===== src/rtl/dcache_dm_wb.sv =====
// Direct-mapped, write-back, write-allocate data cache between the LSU and a line-wide memory port.
// Optional hit/miss/writeback counters are enabled by defining DCACHE_STATS_EN.
module dcache_dm_wb #(
  parameter int NLINES    = 4,
  parameter int LINE_BITS = 128,
  parameter int WORD_W    = 32,
  parameter int ADDR_W    = 20
) (
  input  logic                  clk,
  input  logic                  rst_n,
  input  logic                  cpu_req,
  input  logic                  cpu_we,
  input  logic [ADDR_W-1:0]     cpu_addr,
  input  logic [WORD_W-1:0]     cpu_wdata,
  input  logic [WORD_W/8-1:0]   cpu_be,
  output logic                  cpu_ack,
  output logic [WORD_W-1:0]     cpu_rdata,
  output logic                  mem_req,
  output logic                  mem_we,
  output logic [ADDR_W-1:0]     mem_addr,
  output logic [LINE_BITS-1:0]  mem_wdata,
  input  logic                  mem_ready,
  input  logic [LINE_BITS-1:0]  mem_rdata
`ifdef DCACHE_STATS_EN
  ,
  output logic [31:0]           stat_hits,
  output logic [31:0]           stat_misses,
  output logic [31:0]           stat_wbs
`endif
);

  localparam int OFF    = $clog2(LINE_BITS / 8);
  localparam int IDX    = $clog2(NLINES);
  localparam int TAG    = ADDR_W - OFF - IDX;
  localparam int BSEL   = $clog2(WORD_W / 8);
  localparam int WSEL   = OFF - BSEL;
  localparam int NBYTES = WORD_W / 8;

  typedef enum logic [1:0] {IDLE, WB, FILL, RESP} state_t;

  state_t state, state_nxt;

  logic [LINE_BITS-1:0] data_mem [NLINES];
  logic [TAG-1:0]       tag_mem  [NLINES];
  logic [NLINES-1:0]    valid_q, dirty_q;

  logic [IDX-1:0]       req_idx;
  logic [TAG-1:0]       req_tag;
  logic [WSEL-1:0]      word_sel;
  logic                 hit;
  logic [LINE_BITS-1:0] cur_line, merged_line;
  logic [WORD_W-1:0]    cur_word;
  logic                 unused_addr_bits;

  assign req_idx          = cpu_addr[OFF +: IDX];
  assign req_tag          = cpu_addr[ADDR_W-1 -: TAG];
  assign word_sel         = cpu_addr[BSEL +: WSEL];
  assign unused_addr_bits = ^cpu_addr[BSEL-1:0];

  assign cur_line  = data_mem[req_idx];
  assign cur_word  = cur_line[int'(word_sel)*WORD_W +: WORD_W];
  assign hit       = valid_q[req_idx] && (tag_mem[req_idx] == req_tag);
  assign mem_wdata = cur_line;

  always_comb begin
    merged_line = cur_line;
    for (int b = 0; b < NBYTES; b++) begin
      if (cpu_be[b]) merged_line[int'(word_sel)*WORD_W + b*8 +: 8] = cpu_wdata[b*8 +: 8];
    end
  end

  // NOTE: sequential state uses non-blocking assignments so every flop samples pre-edge values.
  always_ff @(posedge clk) begin
    if (!rst_n) state <= IDLE;
    else        state <= state_nxt;
  end

  // NOTE: every output gets a default before the case, so no path leaves a latch behind.
  always_comb begin
    state_nxt = state;
    cpu_ack   = 1'b0;
    cpu_rdata = '0;
    mem_req   = 1'b0;
    mem_we    = 1'b0;
    mem_addr  = '0;
    case (state)
      IDLE: begin
        if (cpu_req) begin
          if (hit)                                       state_nxt = RESP;
          else if (valid_q[req_idx] && dirty_q[req_idx]) state_nxt = WB;
          else                                           state_nxt = FILL;
        end
      end
      WB: begin
        mem_req  = 1'b1;
        mem_we   = 1'b1;
        mem_addr = {tag_mem[req_idx], req_idx, {OFF{1'b0}}};
        if (mem_ready) state_nxt = FILL;
      end
      FILL: begin
        mem_req  = 1'b1;
        mem_addr = {req_tag, req_idx, {OFF{1'b0}}};
        if (mem_ready) state_nxt = RESP;
      end
      RESP: begin
        cpu_ack   = 1'b1;
        cpu_rdata = cur_word;
        state_nxt = IDLE;
      end
      default: state_nxt = IDLE;
    endcase
  end

  // NOTE: data and tag arrays carry no reset; the valid bits alone make stale contents harmless.
  always_ff @(posedge clk) begin
    if (state == FILL && mem_ready) begin
      data_mem[req_idx] <= mem_rdata;
      tag_mem[req_idx]  <= req_tag;
    end else if (state == RESP && cpu_we) begin
      data_mem[req_idx] <= merged_line;
    end
  end

  always_ff @(posedge clk) begin
    if (!rst_n) begin
      valid_q <= '0;
      dirty_q <= '0;
    end else if (state == FILL && mem_ready) begin
      valid_q[req_idx] <= 1'b1;
      dirty_q[req_idx] <= 1'b0;
    end else if (state == RESP && cpu_we) begin
      dirty_q[req_idx] <= 1'b1;
    end
  end

`ifdef DCACHE_STATS_EN
  always_ff @(posedge clk) begin
    if (!rst_n) begin
      stat_hits   <= '0;
      stat_misses <= '0;
      stat_wbs    <= '0;
    end else begin
      if (state == IDLE && cpu_req) begin
        if (hit && stat_hits != 32'hFFFF_FFFF)          stat_hits   <= stat_hits + 32'd1;
        else if (!hit && stat_misses != 32'hFFFF_FFFF)  stat_misses <= stat_misses + 32'd1;
      end
      if (state == WB && mem_ready && stat_wbs != 32'hFFFF_FFFF) stat_wbs <= stat_wbs + 32'd1;
    end
  end
`endif

endmodule


===== config.mk =====
export PLATFORM = sky130hd
export DESIGN_NAME = dcache_dm_wb
export DESIGN_NICKNAME = d
export VERILOG_FILES = /design/src/rtl/dcache_dm_wb.sv
export SDC_FILE = /design/constraint.sdc
export NUM_CORES = 1
export LEC_CHECK = 0
export ABC_AREA = 1
export CAP_MARGIN = 20
export CORE_ASPECT_RATIO = 2
export CORE_MARGIN = 4
export CORE_UTILIZATION = 39
export DETAILED_ROUTE_END_ITERATION = 8
export PLACE_DENSITY = 0.58
export SYNTH_ARGS = -nofsm -noshare
export SYNTH_HDL_FRONTEND = slang
export SYNTH_SLANG_ARGS = --single-unit

===== constraint.sdc =====
create_clock -name clk -period 8.37 [get_ports clk]
set_input_delay 0.837 -clock clk [delete_from_list [all_inputs] [get_ports clk]]
set_output_delay 0.837 -clock clk [all_outputs]
set_load 0.01 [all_outputs]

==> summary.md <==
| Metric | Value |
|---|---|
| Largest net degree at the start of global routing | `around 130` |
| Final setup fails | `0` |
| Leading post-synthesis cells by cell area | `edfxtp_1 65%, nand2_1 11%, a21oi_1 3.2%` |
| GPL Wtd Cong | `0.879` |
| Hold WS | `about 470 ps` |
| Sequential standard cell area | `0.0173 sq mm` |
| Root buf cell | `clkbuf_16` |
| Yosys warning total | `0` |
| CP dominant cell by count | `clkdlybuf4s50_1` |
| CTS tree | `done` |
| Final Hold Violating Endpoints | `0` |
| Least-Margin Pin Slew | `around 1100 ps` |
| Outcome | `complete, no violations` |
| Critical Path Max Stage Delay | `about 600 ps` |
| First-pass GRT wire length | `~130,000 microns` |
| Core area | `approximately 0.067 sq mm` |
| Vias in the first global route | `slightly above 20,000` |
| VDD IR max | `between 0.00015 and 0.0002 V` |
| Setup crit end kind | `output port` |
| Post-route ant nets | `0` |
| Cell Chain, Critical Path | `clkdlybuf4s50_1 > buf_4 > inv_4 > nor2_4 > buf_12 > a22oi_1 > nand3_1 > o21ai_0 > o21bai_1 > a21oi_1 > clkdlybuf4s50_1` |
| Worst hold stages | `2` |
| Overflow after GRT | `0` |
| Synthesized cell area | `0.0263 sq mm` |
| # IOs | `roughly 370` |
| Layout cells sized above 1 | `5.98%` |
| Final wirelength | `roughly 90,000 microns` |
| FP Rows | `about 130` |
| Tmin final | `5260 ps` |
| Worst EP arrival | `4420 ps` |
| CTS Sinks | `578` |
| Clock buffers created by TritonCTS | `50` |
| Worst Hold End | `valid_q[2]` |
| Nets | `between 2,000 and 3,000` |
| DRC viols | `0` |
| Seq/Total Area, Yosys | `between 60% and 70%` |
| Critical register-to-register path startpoint | `state[0]` |
| Synth top area share | `between 60% and 70%` |
| Critical path's slowest cell | `clkdlybuf4s50_1` |
| Crit Path Category | `input pin to output port` |
| Reg clk slew, reported paths | `~60 ps` |
| Count of port buffers added during placement | `approximately 370` |
| Setup tns final | `0 ps` |
| DP Cell Count | `between 3,000 and 4,000` |
| DIE AREA | `0.0720 sq mm` |
| Relative slew slack | `about 25%` |
| Synth Register Bits | `between 500 and 600` |
| Area Growth Syn to Fin | `23.3%` |
| Max clock buf depth | `3` |
| HP Class | `register to register` |
| GRT Total Usage | `between 20% and 30%` |
| DRT Pass-1 Iters | `6` |
| Post-DP HPWL | `61,000 microns` |
| Setup Fix Bufs, Post-CTS | `0` |
| Final Util | `48.5%` |
| H-tree depth | `2` |
| Initial antenna violation count | `6` |
| Fin crit share | `between 60% and 70%` |
| Vias | `just over 20,000` |
| Iteration-0 DRC Markers | `between 1,500 and 2,000` |
| Multi-input gate area | `~0.0077 sq mm` |
| WL per Instance | `about 25 microns` |
| Pwr dens | `approximately 220 mW/mm^2` |
| Max Cap Violations | `0` |
| R2r setup slk | `4630 ps` |
| Initial Utilization | `around two fifths` |
| Vias/cell | `5.58` |
| Die Span X | `about 190 microns` |
| Reg2reg end | `data_mem[1][76]` |
| Fillers | `between 6,000 and 7,000` |
| CP top delay family | `buffers and inverters` |
| Worst Path Max Fanout | `130` |
| Resize count post-CTS | `0` |
| CTS Hold Bufs | `0` |
| Leak pwr | `0.0123 uW` |
| Count of cell types in the netlist | `33` |
| Final slew viol count | `0` |
| Nature of the critical path startpoint | `input pin` |
| Finished Layout Cells | `approximately 3,700` |
| Cell count after synthesis | `roughly 2,500` |
| Fmax achieved | `between 0.15 and 0.2 GHz` |
| CP bufs+invs | `5` |
| Unrepaired setup endpoints after global routing | `no` |
| Mapped Avg Cell Area | `roughly 11 sq um` |
| Worst Reg-to-Reg Cells | `9` |
| Worst EP required | `7530 ps` |
| HP Start | `valid_q[2]` |
| Chip height | `375 microns` |
| Skew final | `around 20 ps` |
| Synth area leader | `edfxtp_1` |
| Clock insertion delay at the later pin of the skew report | `roughly 600 ps` |
-- flip-flops by register name, summed over array words and instances (netlist names), named ones only --
name,cells
state,2
valid_q,4
tag_mem,56
data_mem,512
-- report_power, final --
part	total [uW]	switching (uW)	internal (uW)
registers	3440	38.0	3400
clock network	2400	1060	1350
logic	1250	821	426
-- logic make-up after synthesis --
family / synth area share (%)
adder cells (fa/ha/maj): 0.523
AND/OR/NAND/NOR: 14.8
buffers and inverters: 5.49
AO/OA/AOI/OAI: 13.6
flip-flops: 65.6
other: 0.0142
-- worst reg2reg max path: cells and delay by family, from the launching register on --
kind                       cells  cell delay (ps)
DFF                            1              380
adders and majority gates      1              450
AOI/OAI and AO/OA              1              450
buffers and inverters          4             1600
and+or+nand+nor                3              600
-- per-layer routing --
| metal | routed length [microns] | track usage, % | vias up |
|---|---|---|---|
| met5 | 41 | 0 | - |
| li1 | - | - | 9357 |
| met4 | 4550 | 11.1 | 6 |
| met3 | 7230 | 3.81 | 192 |
| met2 | 45600 | 41.8 | 1038 |
| met1 | 34200 | 30.8 | 10000 |
-- cell type report --
type | instances | area share [%]
flip-flops and latches | 578 | 53.2
clock inverters | 23 | 0.952
well taps | 884 | 3.41
repair buffers | 397 | 12.2
diodes | 3 | 0.0231
inverters | 197 | 2.31
multi-input cells | 1549 | 23.7
clock buffers | 65 | 4.22
-- layout by cell type (no fill, tap or decap), drive strengths merged --
cell type and n:
o22ai 1, bufinv 6, dfxtp 10, edfxtp 568, a221oi 105, conb 4, ha 11, nand3 31
clkdlybuf4s50 363, o21ai 1, a31oi 125, a21oi 167, a22oi 46, nor2 203, a21bo 1, clkinv 25
o21bai 1, buf 34, diode 3, o211ai 63, nand3b 3, nor3 6, nand2 767, o31ai 8
clkinvlp 2, clkbuf 65, inv 187, nand4 6
-- cells in the mapped netlist (all sizes together) --
library cell	count
nand2	767
edfxtp	568
nor2	203
inv	186
a21oi	167
a31oi	125
a221oi	105
buf	89
o211ai	63
clkbuf	57
a22oi	46
nand3	31
clkinv	11
ha	11
dfxtp	10
o31ai	8
nand4	6
nor3	6
nand3b	3
a21bo	1
conb	1
o21ai	1
o21bai	1
o22ai	1
-- worst max-delay path by stage --
stage               depth (start not counted)               to        start
finish                                     11     cpu_rdata[4]  cpu_addr[4]
floorplan                                   7   data_mem[2][0]  cpu_addr[5]
CTS                                        11     cpu_rdata[4]  cpu_addr[4]
global placement                           11     cpu_rdata[4]  cpu_addr[4]
detailed placement                          7  data_mem[0][67]  cpu_addr[2]
global route                               11     cpu_rdata[4]  cpu_addr[4]
-- stage by stage --
| step | setup slack, ps | instance area [sq um] | total power (uW) |
|---|---|---|---|
| final | 3110 | 32400 | 7090 |
| after global routing | 2870 | 32400 | 7340 |
| after CTS | 3060 | 32400 | 7130 |
| after detailed placement | 3070 | 30800 | 4750 |
| after global placement | 3130 | 30800 | 4730 |
| after floorplan | 843 | 26300 | 4160 |
Power figures use the tool's default switching activity.
